$ cat src/rtl/control_calculadora_pkg.sv
// Key codes, state/operator enums and key classifiers for the calculator controller.
package calc_pkg;

   localparam logic [3:0] TECLA_SUMA   = 4'hE;
   localparam logic [3:0] TECLA_RESTA  = 4'hF;
   localparam logic [3:0] TECLA_IGUAL  = 4'hC;
   localparam logic [3:0] TECLA_BORRAR = 4'hD;

   localparam int IDX_A = 0;
   localparam int IDX_B = 1;

   typedef enum logic [2:0] {
      S_OP1,
      S_OPERADOR,
      S_OP2,
      S_CALC,
      S_RESULTADO
   } estado_t;

   typedef enum logic {
      OP_SUMA  = 1'b0,
      OP_RESTA = 1'b1
   } op_t;

   function automatic logic es_digito(input logic [3:0] codigo);
      return codigo <= 4'd9;
   endfunction

   function automatic logic es_operador(input logic [3:0] codigo);
      return (codigo == TECLA_SUMA) || (codigo == TECLA_RESTA);
   endfunction

   function automatic op_t decodifica_op(input logic [3:0] codigo);
      return (codigo == TECLA_RESTA) ? OP_RESTA : OP_SUMA;
   endfunction

endpackage

$ cat src/rtl/control_calculadora_if.sv
// Keypad / ALU / display signal bundle of the calculator controller.
interface control_calculadora_if #(
   parameter int ANCHO = 14
);
   logic                    tecla_valida;
   logic [3:0]              numero_traducido;
   logic                    alu_listo;
   logic signed [ANCHO:0]   alu_resultado;
   logic [ANCHO-1:0]        operando_a;
   logic [ANCHO-1:0]        operando_b;
   logic                    operador;
   logic                    inicio_calculo;
   logic signed [ANCHO:0]   valor_display;
   logic                    esperando_operador;
   logic                    tecla_rechazada;

   modport master (
      output tecla_valida, numero_traducido, alu_listo, alu_resultado,
      input  operando_a, operando_b, operador, inicio_calculo,
      input  valor_display, esperando_operador, tecla_rechazada
   );

   modport slave (
      input  tecla_valida, numero_traducido, alu_listo, alu_resultado,
      output operando_a, operando_b, operador, inicio_calculo,
      output valor_display, esperando_operador, tecla_rechazada
   );
endinterface

$ cat src/rtl/control_calculadora_acumulador_decimal.sv
// Decimal operand accumulator: clear, parallel load, or shift in one decimal digit (acc*10+d).
module acumulador_decimal #(
   parameter  int MAX_DIGITOS = 4,
   parameter  int ANCHO       = 14,
   localparam int CW          = $clog2(MAX_DIGITOS + 1)
) (
   input  logic             clk,
   input  logic             rst,
   input  logic             borrar,
   input  logic             cargar,
   input  logic [ANCHO-1:0] valor_carga,
   input  logic [CW-1:0]    cuenta_carga,
   input  logic             meter_digito,
   input  logic [3:0]       digito,
   output logic [ANCHO-1:0] valor,
   output logic [CW-1:0]    cuenta,
   output logic             lleno
);
   logic [ANCHO-1:0] valor_reg, valor_next;
   logic [CW-1:0]    cuenta_reg, cuenta_next;

   assign lleno  = (cuenta_reg == CW'(MAX_DIGITOS));
   assign valor  = valor_reg;
   assign cuenta = cuenta_reg;

   always_comb begin
      valor_next  = valor_reg;
      cuenta_next = cuenta_reg;
      if (borrar) begin
         valor_next  = '0;
         cuenta_next = '0;
      end else if (cargar) begin
         valor_next  = valor_carga;
         cuenta_next = cuenta_carga;
      end else if (meter_digito && !lleno) begin
         // x*10 as x*8 + x*2; cannot overflow while the digit count is below the limit
         valor_next  = (valor_reg << 3) + (valor_reg << 1) + {{(ANCHO-4){1'b0}}, digito};
         cuenta_next = cuenta_reg + CW'(1);
      end
   end

   always_ff @(posedge clk) begin
      if (rst) begin
         valor_reg  <= '0;
         cuenta_reg <= '0;
      end else begin
         valor_reg  <= valor_next;
         cuenta_reg <= cuenta_next;
      end
   end
endmodule

$ cat src/rtl/control_calculadora.sv
// Calculator sequencing FSM: builds operands A/B from keys, launches the ALU and drives the display.
// Optional CALC_ENCADENADO_EN: an operator after a non-negative result chains it into operand A.
module control_calculadora
   import calc_pkg::*;
#(
   parameter int MAX_DIGITOS = 4,
   parameter int ANCHO       = 14
) (
   input  logic                 clk,
   input  logic                 rst,
   control_calculadora_if.slave bus
);
   localparam int CW = $clog2(MAX_DIGITOS + 1);

   estado_t state_reg, state_next;

   logic [1:0]       acc_borrar, acc_cargar, acc_meter, acc_lleno;
   logic [ANCHO-1:0] acc_valor_carga [2];
   logic [ANCHO-1:0] acc_valor       [2];
   logic [CW-1:0]    acc_cuenta_carga[2];
   logic [CW-1:0]    acc_cuenta      [2];

   logic [3:0]            numero;
   logic [ANCHO-1:0]      digito_ext;
   logic                  op_cargar, res_cargar, borrar_todo, rechazo;
   op_t                   operador_reg;
   logic signed [ANCHO:0] resultado_reg, display_hold_reg, display;
   logic                  rechazo_reg, en_calc_prev_reg;

   assign numero     = bus.numero_traducido;
   assign digito_ext = {{(ANCHO-4){1'b0}}, numero};

   genvar gi;
   generate
      for (gi = 0; gi < 2; gi++) begin : g_acc
         acumulador_decimal #(
            .MAX_DIGITOS(MAX_DIGITOS),
            .ANCHO      (ANCHO)
         ) u_acc (
            .clk         (clk),
            .rst         (rst),
            .borrar      (acc_borrar[gi]),
            .cargar      (acc_cargar[gi]),
            .valor_carga (acc_valor_carga[gi]),
            .cuenta_carga(acc_cuenta_carga[gi]),
            .meter_digito(acc_meter[gi]),
            .digito      (numero),
            .valor       (acc_valor[gi]),
            .cuenta      (acc_cuenta[gi]),
            .lleno       (acc_lleno[gi])
         );
      end
   endgenerate

   always_ff @(posedge clk) begin
      if (rst) begin
         state_reg <= S_OP1;
      end else begin
         state_reg <= state_next;
      end
   end

   always_comb begin
      state_next                = state_reg;
      acc_borrar                = '0;
      acc_cargar                = '0;
      acc_meter                 = '0;
      acc_valor_carga[IDX_A]    = '0;
      acc_valor_carga[IDX_B]    = '0;
      acc_cuenta_carga[IDX_A]   = '0;
      acc_cuenta_carga[IDX_B]   = '0;
      op_cargar                 = 1'b0;
      res_cargar                = 1'b0;
      borrar_todo               = 1'b0;
      rechazo                   = 1'b0;

      // Clear beats everything, including a result arriving the same cycle
      if (bus.tecla_valida && numero == TECLA_BORRAR) begin
         state_next  = S_OP1;
         acc_borrar  = 2'b11;
         borrar_todo = 1'b1;
      end else begin
         case (state_reg)
            S_OP1: if (bus.tecla_valida) begin
               if (es_digito(numero) && !acc_lleno[IDX_A]) begin
                  acc_meter[IDX_A] = 1'b1;
                  if (acc_cuenta[IDX_A] == CW'(MAX_DIGITOS - 1)) state_next = S_OPERADOR;
               end else if (es_operador(numero) && acc_cuenta[IDX_A] != '0) begin
                  op_cargar  = 1'b1;
                  state_next = S_OP2;
               end else begin
                  rechazo = 1'b1;
               end
            end
            S_OPERADOR: if (bus.tecla_valida) begin
               if (es_operador(numero)) begin
                  op_cargar  = 1'b1;
                  state_next = S_OP2;
               end else begin
                  rechazo = 1'b1;
               end
            end
            S_OP2: if (bus.tecla_valida) begin
               if (es_digito(numero) && !acc_lleno[IDX_B]) begin
                  acc_meter[IDX_B] = 1'b1;
               end else if (numero == TECLA_IGUAL && acc_cuenta[IDX_B] != '0) begin
                  state_next = S_CALC;
               end else begin
                  rechazo = 1'b1;
               end
            end
            S_CALC: begin
               rechazo = bus.tecla_valida;
               if (bus.alu_listo) begin
                  res_cargar = 1'b1;
                  state_next = S_RESULTADO;
               end
            end
            S_RESULTADO: if (bus.tecla_valida) begin
               if (es_digito(numero)) begin
                  acc_cargar[IDX_A]       = 1'b1;
                  acc_valor_carga[IDX_A]  = digito_ext;
                  acc_cuenta_carga[IDX_A] = CW'(1);
                  acc_borrar[IDX_B]       = 1'b1;
                  state_next              = S_OP1;
               end
`ifdef CALC_ENCADENADO_EN
               else if (es_operador(numero) && !resultado_reg[ANCHO]) begin
                  acc_cargar[IDX_A]       = 1'b1;
                  acc_valor_carga[IDX_A]  = resultado_reg[ANCHO-1:0];
                  acc_cuenta_carga[IDX_A] = CW'(MAX_DIGITOS);
                  acc_borrar[IDX_B]       = 1'b1;
                  op_cargar               = 1'b1;
                  state_next              = S_OP2;
               end
`endif
               else begin
                  rechazo = 1'b1;
               end
            end
            default: state_next = S_OP1;
         endcase
      end
   end

   always_comb begin
      display = display_hold_reg;
      case (state_reg)
         S_OP1, S_OPERADOR: display = {1'b0, acc_valor[IDX_A]};
         S_OP2:             display = (acc_cuenta[IDX_B] != '0) ? {1'b0, acc_valor[IDX_B]}
                                                                : {1'b0, acc_valor[IDX_A]};
         S_RESULTADO:       display = resultado_reg;
         default:           display = display_hold_reg;
      endcase

      bus.valor_display      = display;
      bus.operando_a         = acc_valor[IDX_A];
      bus.operando_b         = acc_valor[IDX_B];
      bus.operador           = operador_reg;
      bus.esperando_operador = (state_reg == S_OPERADOR);
      bus.inicio_calculo     = (state_reg == S_CALC) && !en_calc_prev_reg;
      bus.tecla_rechazada    = rechazo_reg;
   end

   // display_hold_reg tracks the shown value so S_CALC can keep showing it
   always_ff @(posedge clk) begin
      if (rst) begin
         operador_reg     <= OP_SUMA;
         resultado_reg    <= '0;
         display_hold_reg <= '0;
         rechazo_reg      <= 1'b0;
         en_calc_prev_reg <= 1'b0;
      end else begin
         rechazo_reg      <= rechazo;
         en_calc_prev_reg <= (state_reg == S_CALC);
         display_hold_reg <= display;
         if (borrar_todo) begin
            operador_reg  <= OP_SUMA;
            resultado_reg <= '0;
         end else begin
            if (op_cargar)  operador_reg  <= decodifica_op(numero);
            if (res_cargar) resultado_reg <= bus.alu_resultado;
         end
      end
   end
endmodule
$ cat src/flat_wrapper.sv
// flat-port wrapper written by rule: the top's interface ports become plain ports
module control_calculadora_flat import calc_pkg::*;
#(
   parameter int MAX_DIGITOS = 4,
   parameter int ANCHO       = 14
)
  (clk, rst, bus_tecla_valida, bus_numero_traducido, bus_alu_listo, bus_alu_resultado, bus_operando_a, bus_operando_b, bus_operador, bus_inicio_calculo, bus_valor_display, bus_esperando_operador, bus_tecla_rechazada);
  control_calculadora_if #(.ANCHO(ANCHO)) bus_i ();
  input  logic clk;
  input  logic rst;
  input wire logic [$bits(bus_i.tecla_valida)-1:0] bus_tecla_valida;
  input wire logic [$bits(bus_i.numero_traducido)-1:0] bus_numero_traducido;
  input wire logic [$bits(bus_i.alu_listo)-1:0] bus_alu_listo;
  input wire logic [$bits(bus_i.alu_resultado)-1:0] bus_alu_resultado;
  output wire logic [$bits(bus_i.operando_a)-1:0] bus_operando_a;
  output wire logic [$bits(bus_i.operando_b)-1:0] bus_operando_b;
  output wire logic [$bits(bus_i.operador)-1:0] bus_operador;
  output wire logic [$bits(bus_i.inicio_calculo)-1:0] bus_inicio_calculo;
  output wire logic [$bits(bus_i.valor_display)-1:0] bus_valor_display;
  output wire logic [$bits(bus_i.esperando_operador)-1:0] bus_esperando_operador;
  output wire logic [$bits(bus_i.tecla_rechazada)-1:0] bus_tecla_rechazada;
  assign bus_i.tecla_valida = bus_tecla_valida;
  assign bus_i.numero_traducido = bus_numero_traducido;
  assign bus_i.alu_listo = bus_alu_listo;
  assign bus_i.alu_resultado = bus_alu_resultado;
  assign bus_operando_a = bus_i.operando_a;
  assign bus_operando_b = bus_i.operando_b;
  assign bus_operador = bus_i.operador;
  assign bus_inicio_calculo = bus_i.inicio_calculo;
  assign bus_valor_display = bus_i.valor_display;
  assign bus_esperando_operador = bus_i.esperando_operador;
  assign bus_tecla_rechazada = bus_i.tecla_rechazada;
  control_calculadora #(.MAX_DIGITOS(MAX_DIGITOS), .ANCHO(ANCHO)) u_core (.clk(clk), .rst(rst), .bus(bus_i));
endmodule
$ cat config.mk
export PLATFORM = sky130hd
export DESIGN_NAME = control_calculadora_flat
export DESIGN_NICKNAME = d
export VERILOG_FILES = /design/src/rtl/control_calculadora_pkg.sv /design/src/rtl/control_calculadora_if.sv /design/src/rtl/control_calculadora_acumulador_decimal.sv /design/src/rtl/control_calculadora.sv /design/src/flat_wrapper.sv
export SDC_FILE = /design/constraint.sdc
export NUM_CORES = 1
export LEC_CHECK = 0
export ABC_CLOCK_PERIOD_IN_PS = 3300
export BUFFER_PORTS_ARGS = -buffer_cell sky130_fd_sc_hd__buf_4
export CORE_UTILIZATION = 58
export DETAILED_ROUTE_END_ITERATION = 8
export GPL_TIMING_DRIVEN = 0
export PLACE_DENSITY_LB_ADDON = 0.3
export SKIP_CTS_REPAIR_TIMING = 1
export SYNTH_ARGS = -nofsm -noshare
export SYNTH_HDL_FRONTEND = slang
export SYNTH_SLANG_ARGS = --single-unit
$ cat constraint.sdc
create_clock -name clk -period 3.3 [get_ports clk]
set_input_delay 0.495 -clock clk [delete_from_list [all_inputs] [get_ports clk]]
set_output_delay 0.495 -clock clk [all_outputs]
set_load 0.05 [all_outputs]
==> flow_summary.toml <==
[status]
status = "finished, final reports clean"

[timing]
headroom_to_the_max_slew_limit = 0.257
clock-skew-final_ps = 14.4
achievable-frequency_mhz = 325
tns_ps = 0
final_hold_viol_count = 0
final_period_minus_worst_setup_slack_ps = 3080
rsz0062_at_grt = "no"
tightest_slew_ps = 1110
number_of_setup_violations_in_the_final_report = 0
period_share = 0.934
maxSlewViolCount = 0

[placement]
placedCellCount = 741
hpwlAfterDp_mm = 9.92
gpl.final_weighted_congestion = 0.953
port_buffers = 69

[global_route]
antenna_violations_before_repair = 0
grt_usage = 0.328
grt_max_degree = 14
grt_pass1_vias = 4414
grt_first_pass_wirelength_mm = 21.6
overflow = 0

[run]
maxCapViolations = 0

[cells_and_area]
fin_cells = 756
num_antenna_cells = 0
finalCoreUtilization = 0.709
largest_register_ffs = 28
num-nets-final = 725
post_route_cells_drive_above_1_share = 0.171
layout-area-overhead-vs-synth_pct = 18.2

[power]
switching_power_as_a_share_of_total_power = 0.343
p_total_mw = 2.15
power-per-cell-area_nw_per_um2 = 389
static-leakage-power_nw = 2.49
intPower_mw = 1.41
seqPwrFrac = 0.422
combPwrFrac = 0.242
highest_ir_drop_seen_on_vdd_v = 0.000364
power.share.clock = 0.336
p_switching_uw = 736

[critical_path]
required_ps = 2800
cp_max_fo = 10
worstPathArrival_ps = 2590
slowest_stage = "sky130_fd_sc_hd__clkbuf_1"
critical_path_buf_inv_count = 4
crit_end_category = "primary output"
critPathMaxStageDelay_ps = 350
path_class = "register to primary output"
cp_cell_sequence = "clkbuf_1, clkbuf_1, o21ai_0, nand2_1, clkbuf_2, a22oi_1, o21ai_0, buf_4"
start_kind = "register"
critPathTopFamily = "buffers and inverters"
r2r_slack_ps = 230

[die]
core.rowCount = 32
die_y_um = 91.6
die_area_um2 = 8400
num_io_pins = 70
core_region_area_um2 = 7770
initial_utilization = 0.600
die_extent_in_x_um = 91.6

[route]
drt_iter0_markers = 312
avgRoutedWirePerCell_um = 17.3
drt_wl_total_mm = 13.1
detail-route-antenna-nets = 0
dr.pass1.iters = 5
num_vias = 4560
route.detailed.vias_per_inst = 6.03
drt_drc_violations_left = 0

[logic_synthesis]
yosys_warn_count = 0
syn-num-nets = 646
synth-seq-cells = 70
synth_top_flop_cell = "sky130_fd_sc_hd__dfxtp_1"
syn-instance-count = 570
netlist-cell-type-count = 51
avgSynthCellArea_um2 = 8.18
synth.yosys.seq_area_share = 0.301
asyncSetResetFlopFracSynth = 0
synthesis.area_um2 = 4660
count_of_flip_flops_with_a_built_in_enable_after_synthesis = 0

[clocking]
tritoncts = "done"
numCtsBuffers = 9
cts.sinks = 70
cts-root-buf = "sky130_fd_sc_hd__clkbuf_8"
clock_path_buffers = 2
clock_tree.htree_level_count = 3
insertion_delay_ps = 370
clk_pin_slew_worst_paths_ps = 80

[hold_path]
hold_class = "input port to register"
-- worst reg2reg max path: stages, from the launching register on --
cell and delay (ps):
sky130_fd_sc_hd__dfxtp_1 410, sky130_fd_sc_hd__inv_1 150, sky130_fd_sc_hd__fa_1 560, sky130_fd_sc_hd__inv_1 70, sky130_fd_sc_hd__fa_1 470, sky130_fd_sc_hd__a21o_1 180
sky130_fd_sc_hd__a21oi_1 260, sky130_fd_sc_hd__a2bb2oi_2 210, sky130_fd_sc_hd__nor3_1 80, sky130_fd_sc_hd__nor3_1 230, sky130_fd_sc_hd__xnor2_1 100, sky130_fd_sc_hd__a32o_1 250
-- cells in the mapped netlist, types with 4 or more instances --
library cell                 n  area, um2
sky130_fd_sc_hd__a211oi_1    6       45.0
sky130_fd_sc_hd__a21o_1      4       30.0
sky130_fd_sc_hd__a21oi_1    65        325
sky130_fd_sc_hd__a221o_1    13        130
sky130_fd_sc_hd__a22o_1      4       35.0
sky130_fd_sc_hd__a2bb2oi_1   4       35.0
sky130_fd_sc_hd__a31oi_1     6       37.5
sky130_fd_sc_hd__and2_1     18        113
sky130_fd_sc_hd__buf_2       4       20.0
sky130_fd_sc_hd__clkbuf_1   23       86.3
sky130_fd_sc_hd__dfxtp_1    70       1400
sky130_fd_sc_hd__fa_1        4       80.1
sky130_fd_sc_hd__ha_1       49        613
sky130_fd_sc_hd__inv_1      21       78.8
sky130_fd_sc_hd__mux2_2     12        135
sky130_fd_sc_hd__mux2i_1    16        160
sky130_fd_sc_hd__nand2_1    54        203
sky130_fd_sc_hd__nand2b_1   11       68.8
sky130_fd_sc_hd__nand3_1    30        150
sky130_fd_sc_hd__nand4_1     4       25.0
sky130_fd_sc_hd__nor2_1     62        233
sky130_fd_sc_hd__nor2b_1     8       50.1
sky130_fd_sc_hd__nor3_1      9       45.0
sky130_fd_sc_hd__o21ai_0    11       55.1
sky130_fd_sc_hd__or2_2       5       31.3
sky130_fd_sc_hd__xnor2_1    12        105
sky130_fd_sc_hd__xor2_1     10       87.6
-- cell type report --
class,instances,area (um2)
Inverter,21,78.8
Clock inverter,6,70.1
Tap cell,102,128
Clock buffer,10,128
Multi-Input combinational cell,450,3070
Buffer,28,116
Timing Repair Buffer,69,518
Fill cell,660,2260
Sequential cell,70,1400
-- metal layers --
metal,wire length (um),up-vias,track usage
met5,0,-,0
met4,329,0,0.115
met3,905,31,0.0580
met2,6290,204,0.566
met1,5580,2140,0.409
li1,-,2185,-
-- stage by stage --
stage	instance area (um2)	setup slack [ps]	hold WS, ps
after floorplan	4660	120	453
after global placement	5310	90.2	462
after detailed placement	5310	78.7	474
after CTS	5500	41.6	343
after global routing	5510	70.1	360
final	5510	219	349
-- cells by family (layout without fill, tap and decap cells) --
kind of cell	count (synthesis)	count (layout)	share of synthesized area
AOI/OAI and AO/OA	136	136	0.189
DFF	70	70	0.301
adders and majority gates	53	53	0.149
and+or+nand+nor	211	211	0.215
xor gates and xnor gates	22	22	0.0413
muxes	28	28	0.0634
buffers and inverters	50	134	0.0421
-- cell usage in the layout, fill, tap and decap left out, types with 5 or more instances in the layout --
cell type                  Yosys  final
sky130_fd_sc_hd__a211oi_1      6      6
sky130_fd_sc_hd__a21oi_1      65     65
sky130_fd_sc_hd__a221o_1      13     13
sky130_fd_sc_hd__a31oi_1       6      6
sky130_fd_sc_hd__and2_1       18     18
sky130_fd_sc_hd__buf_4         1     70
sky130_fd_sc_hd__clkbuf_1     23     21
sky130_fd_sc_hd__clkbuf_8      0      9
sky130_fd_sc_hd__dfxtp_1      70     70
sky130_fd_sc_hd__ha_1         49     49
sky130_fd_sc_hd__inv_1        21     21
sky130_fd_sc_hd__mux2_2       12     12
sky130_fd_sc_hd__mux2i_1      16     16
sky130_fd_sc_hd__nand2_1      54     54
sky130_fd_sc_hd__nand2b_1     11     11
sky130_fd_sc_hd__nand3_1      30     30
sky130_fd_sc_hd__nor2_1       62     62
sky130_fd_sc_hd__nor2b_1       8      8
sky130_fd_sc_hd__nor3_1        9      9
sky130_fd_sc_hd__o21ai_0      11     11
sky130_fd_sc_hd__or2_2         5      5
sky130_fd_sc_hd__xnor2_1      12     12
sky130_fd_sc_hd__xor2_1       10     10
-- power by group through the flow --
stage          clock, mW  sequential [mW]  combinational, mW
6_report           0.721            0.906              0.518
5_1_grt            0.754            0.908              0.561
4_1_cts            0.721            0.904              0.513
3_5_place_dp           0            0.924              0.509
3_3_place_gp           0            0.922              0.499
2_1_floorplan          0            0.955              0.321
-- worst paths after layout --
check,start,to,cells after the start
worst max-delay path,u_core.state_reg[2],bus_valor_display[0],8
worst min-delay path,rst,u_core.en_calc_prev_reg,2
worst max register to register,u_core.g_acc[0].u_acc.valor[0],u_core.g_acc[0].u_acc.valor[12],11
worst min register to register,u_core.g_acc[1].u_acc.cuenta[1],u_core.g_acc[1].u_acc.cuenta[1],2
Power figures use the tool's default switching activity.
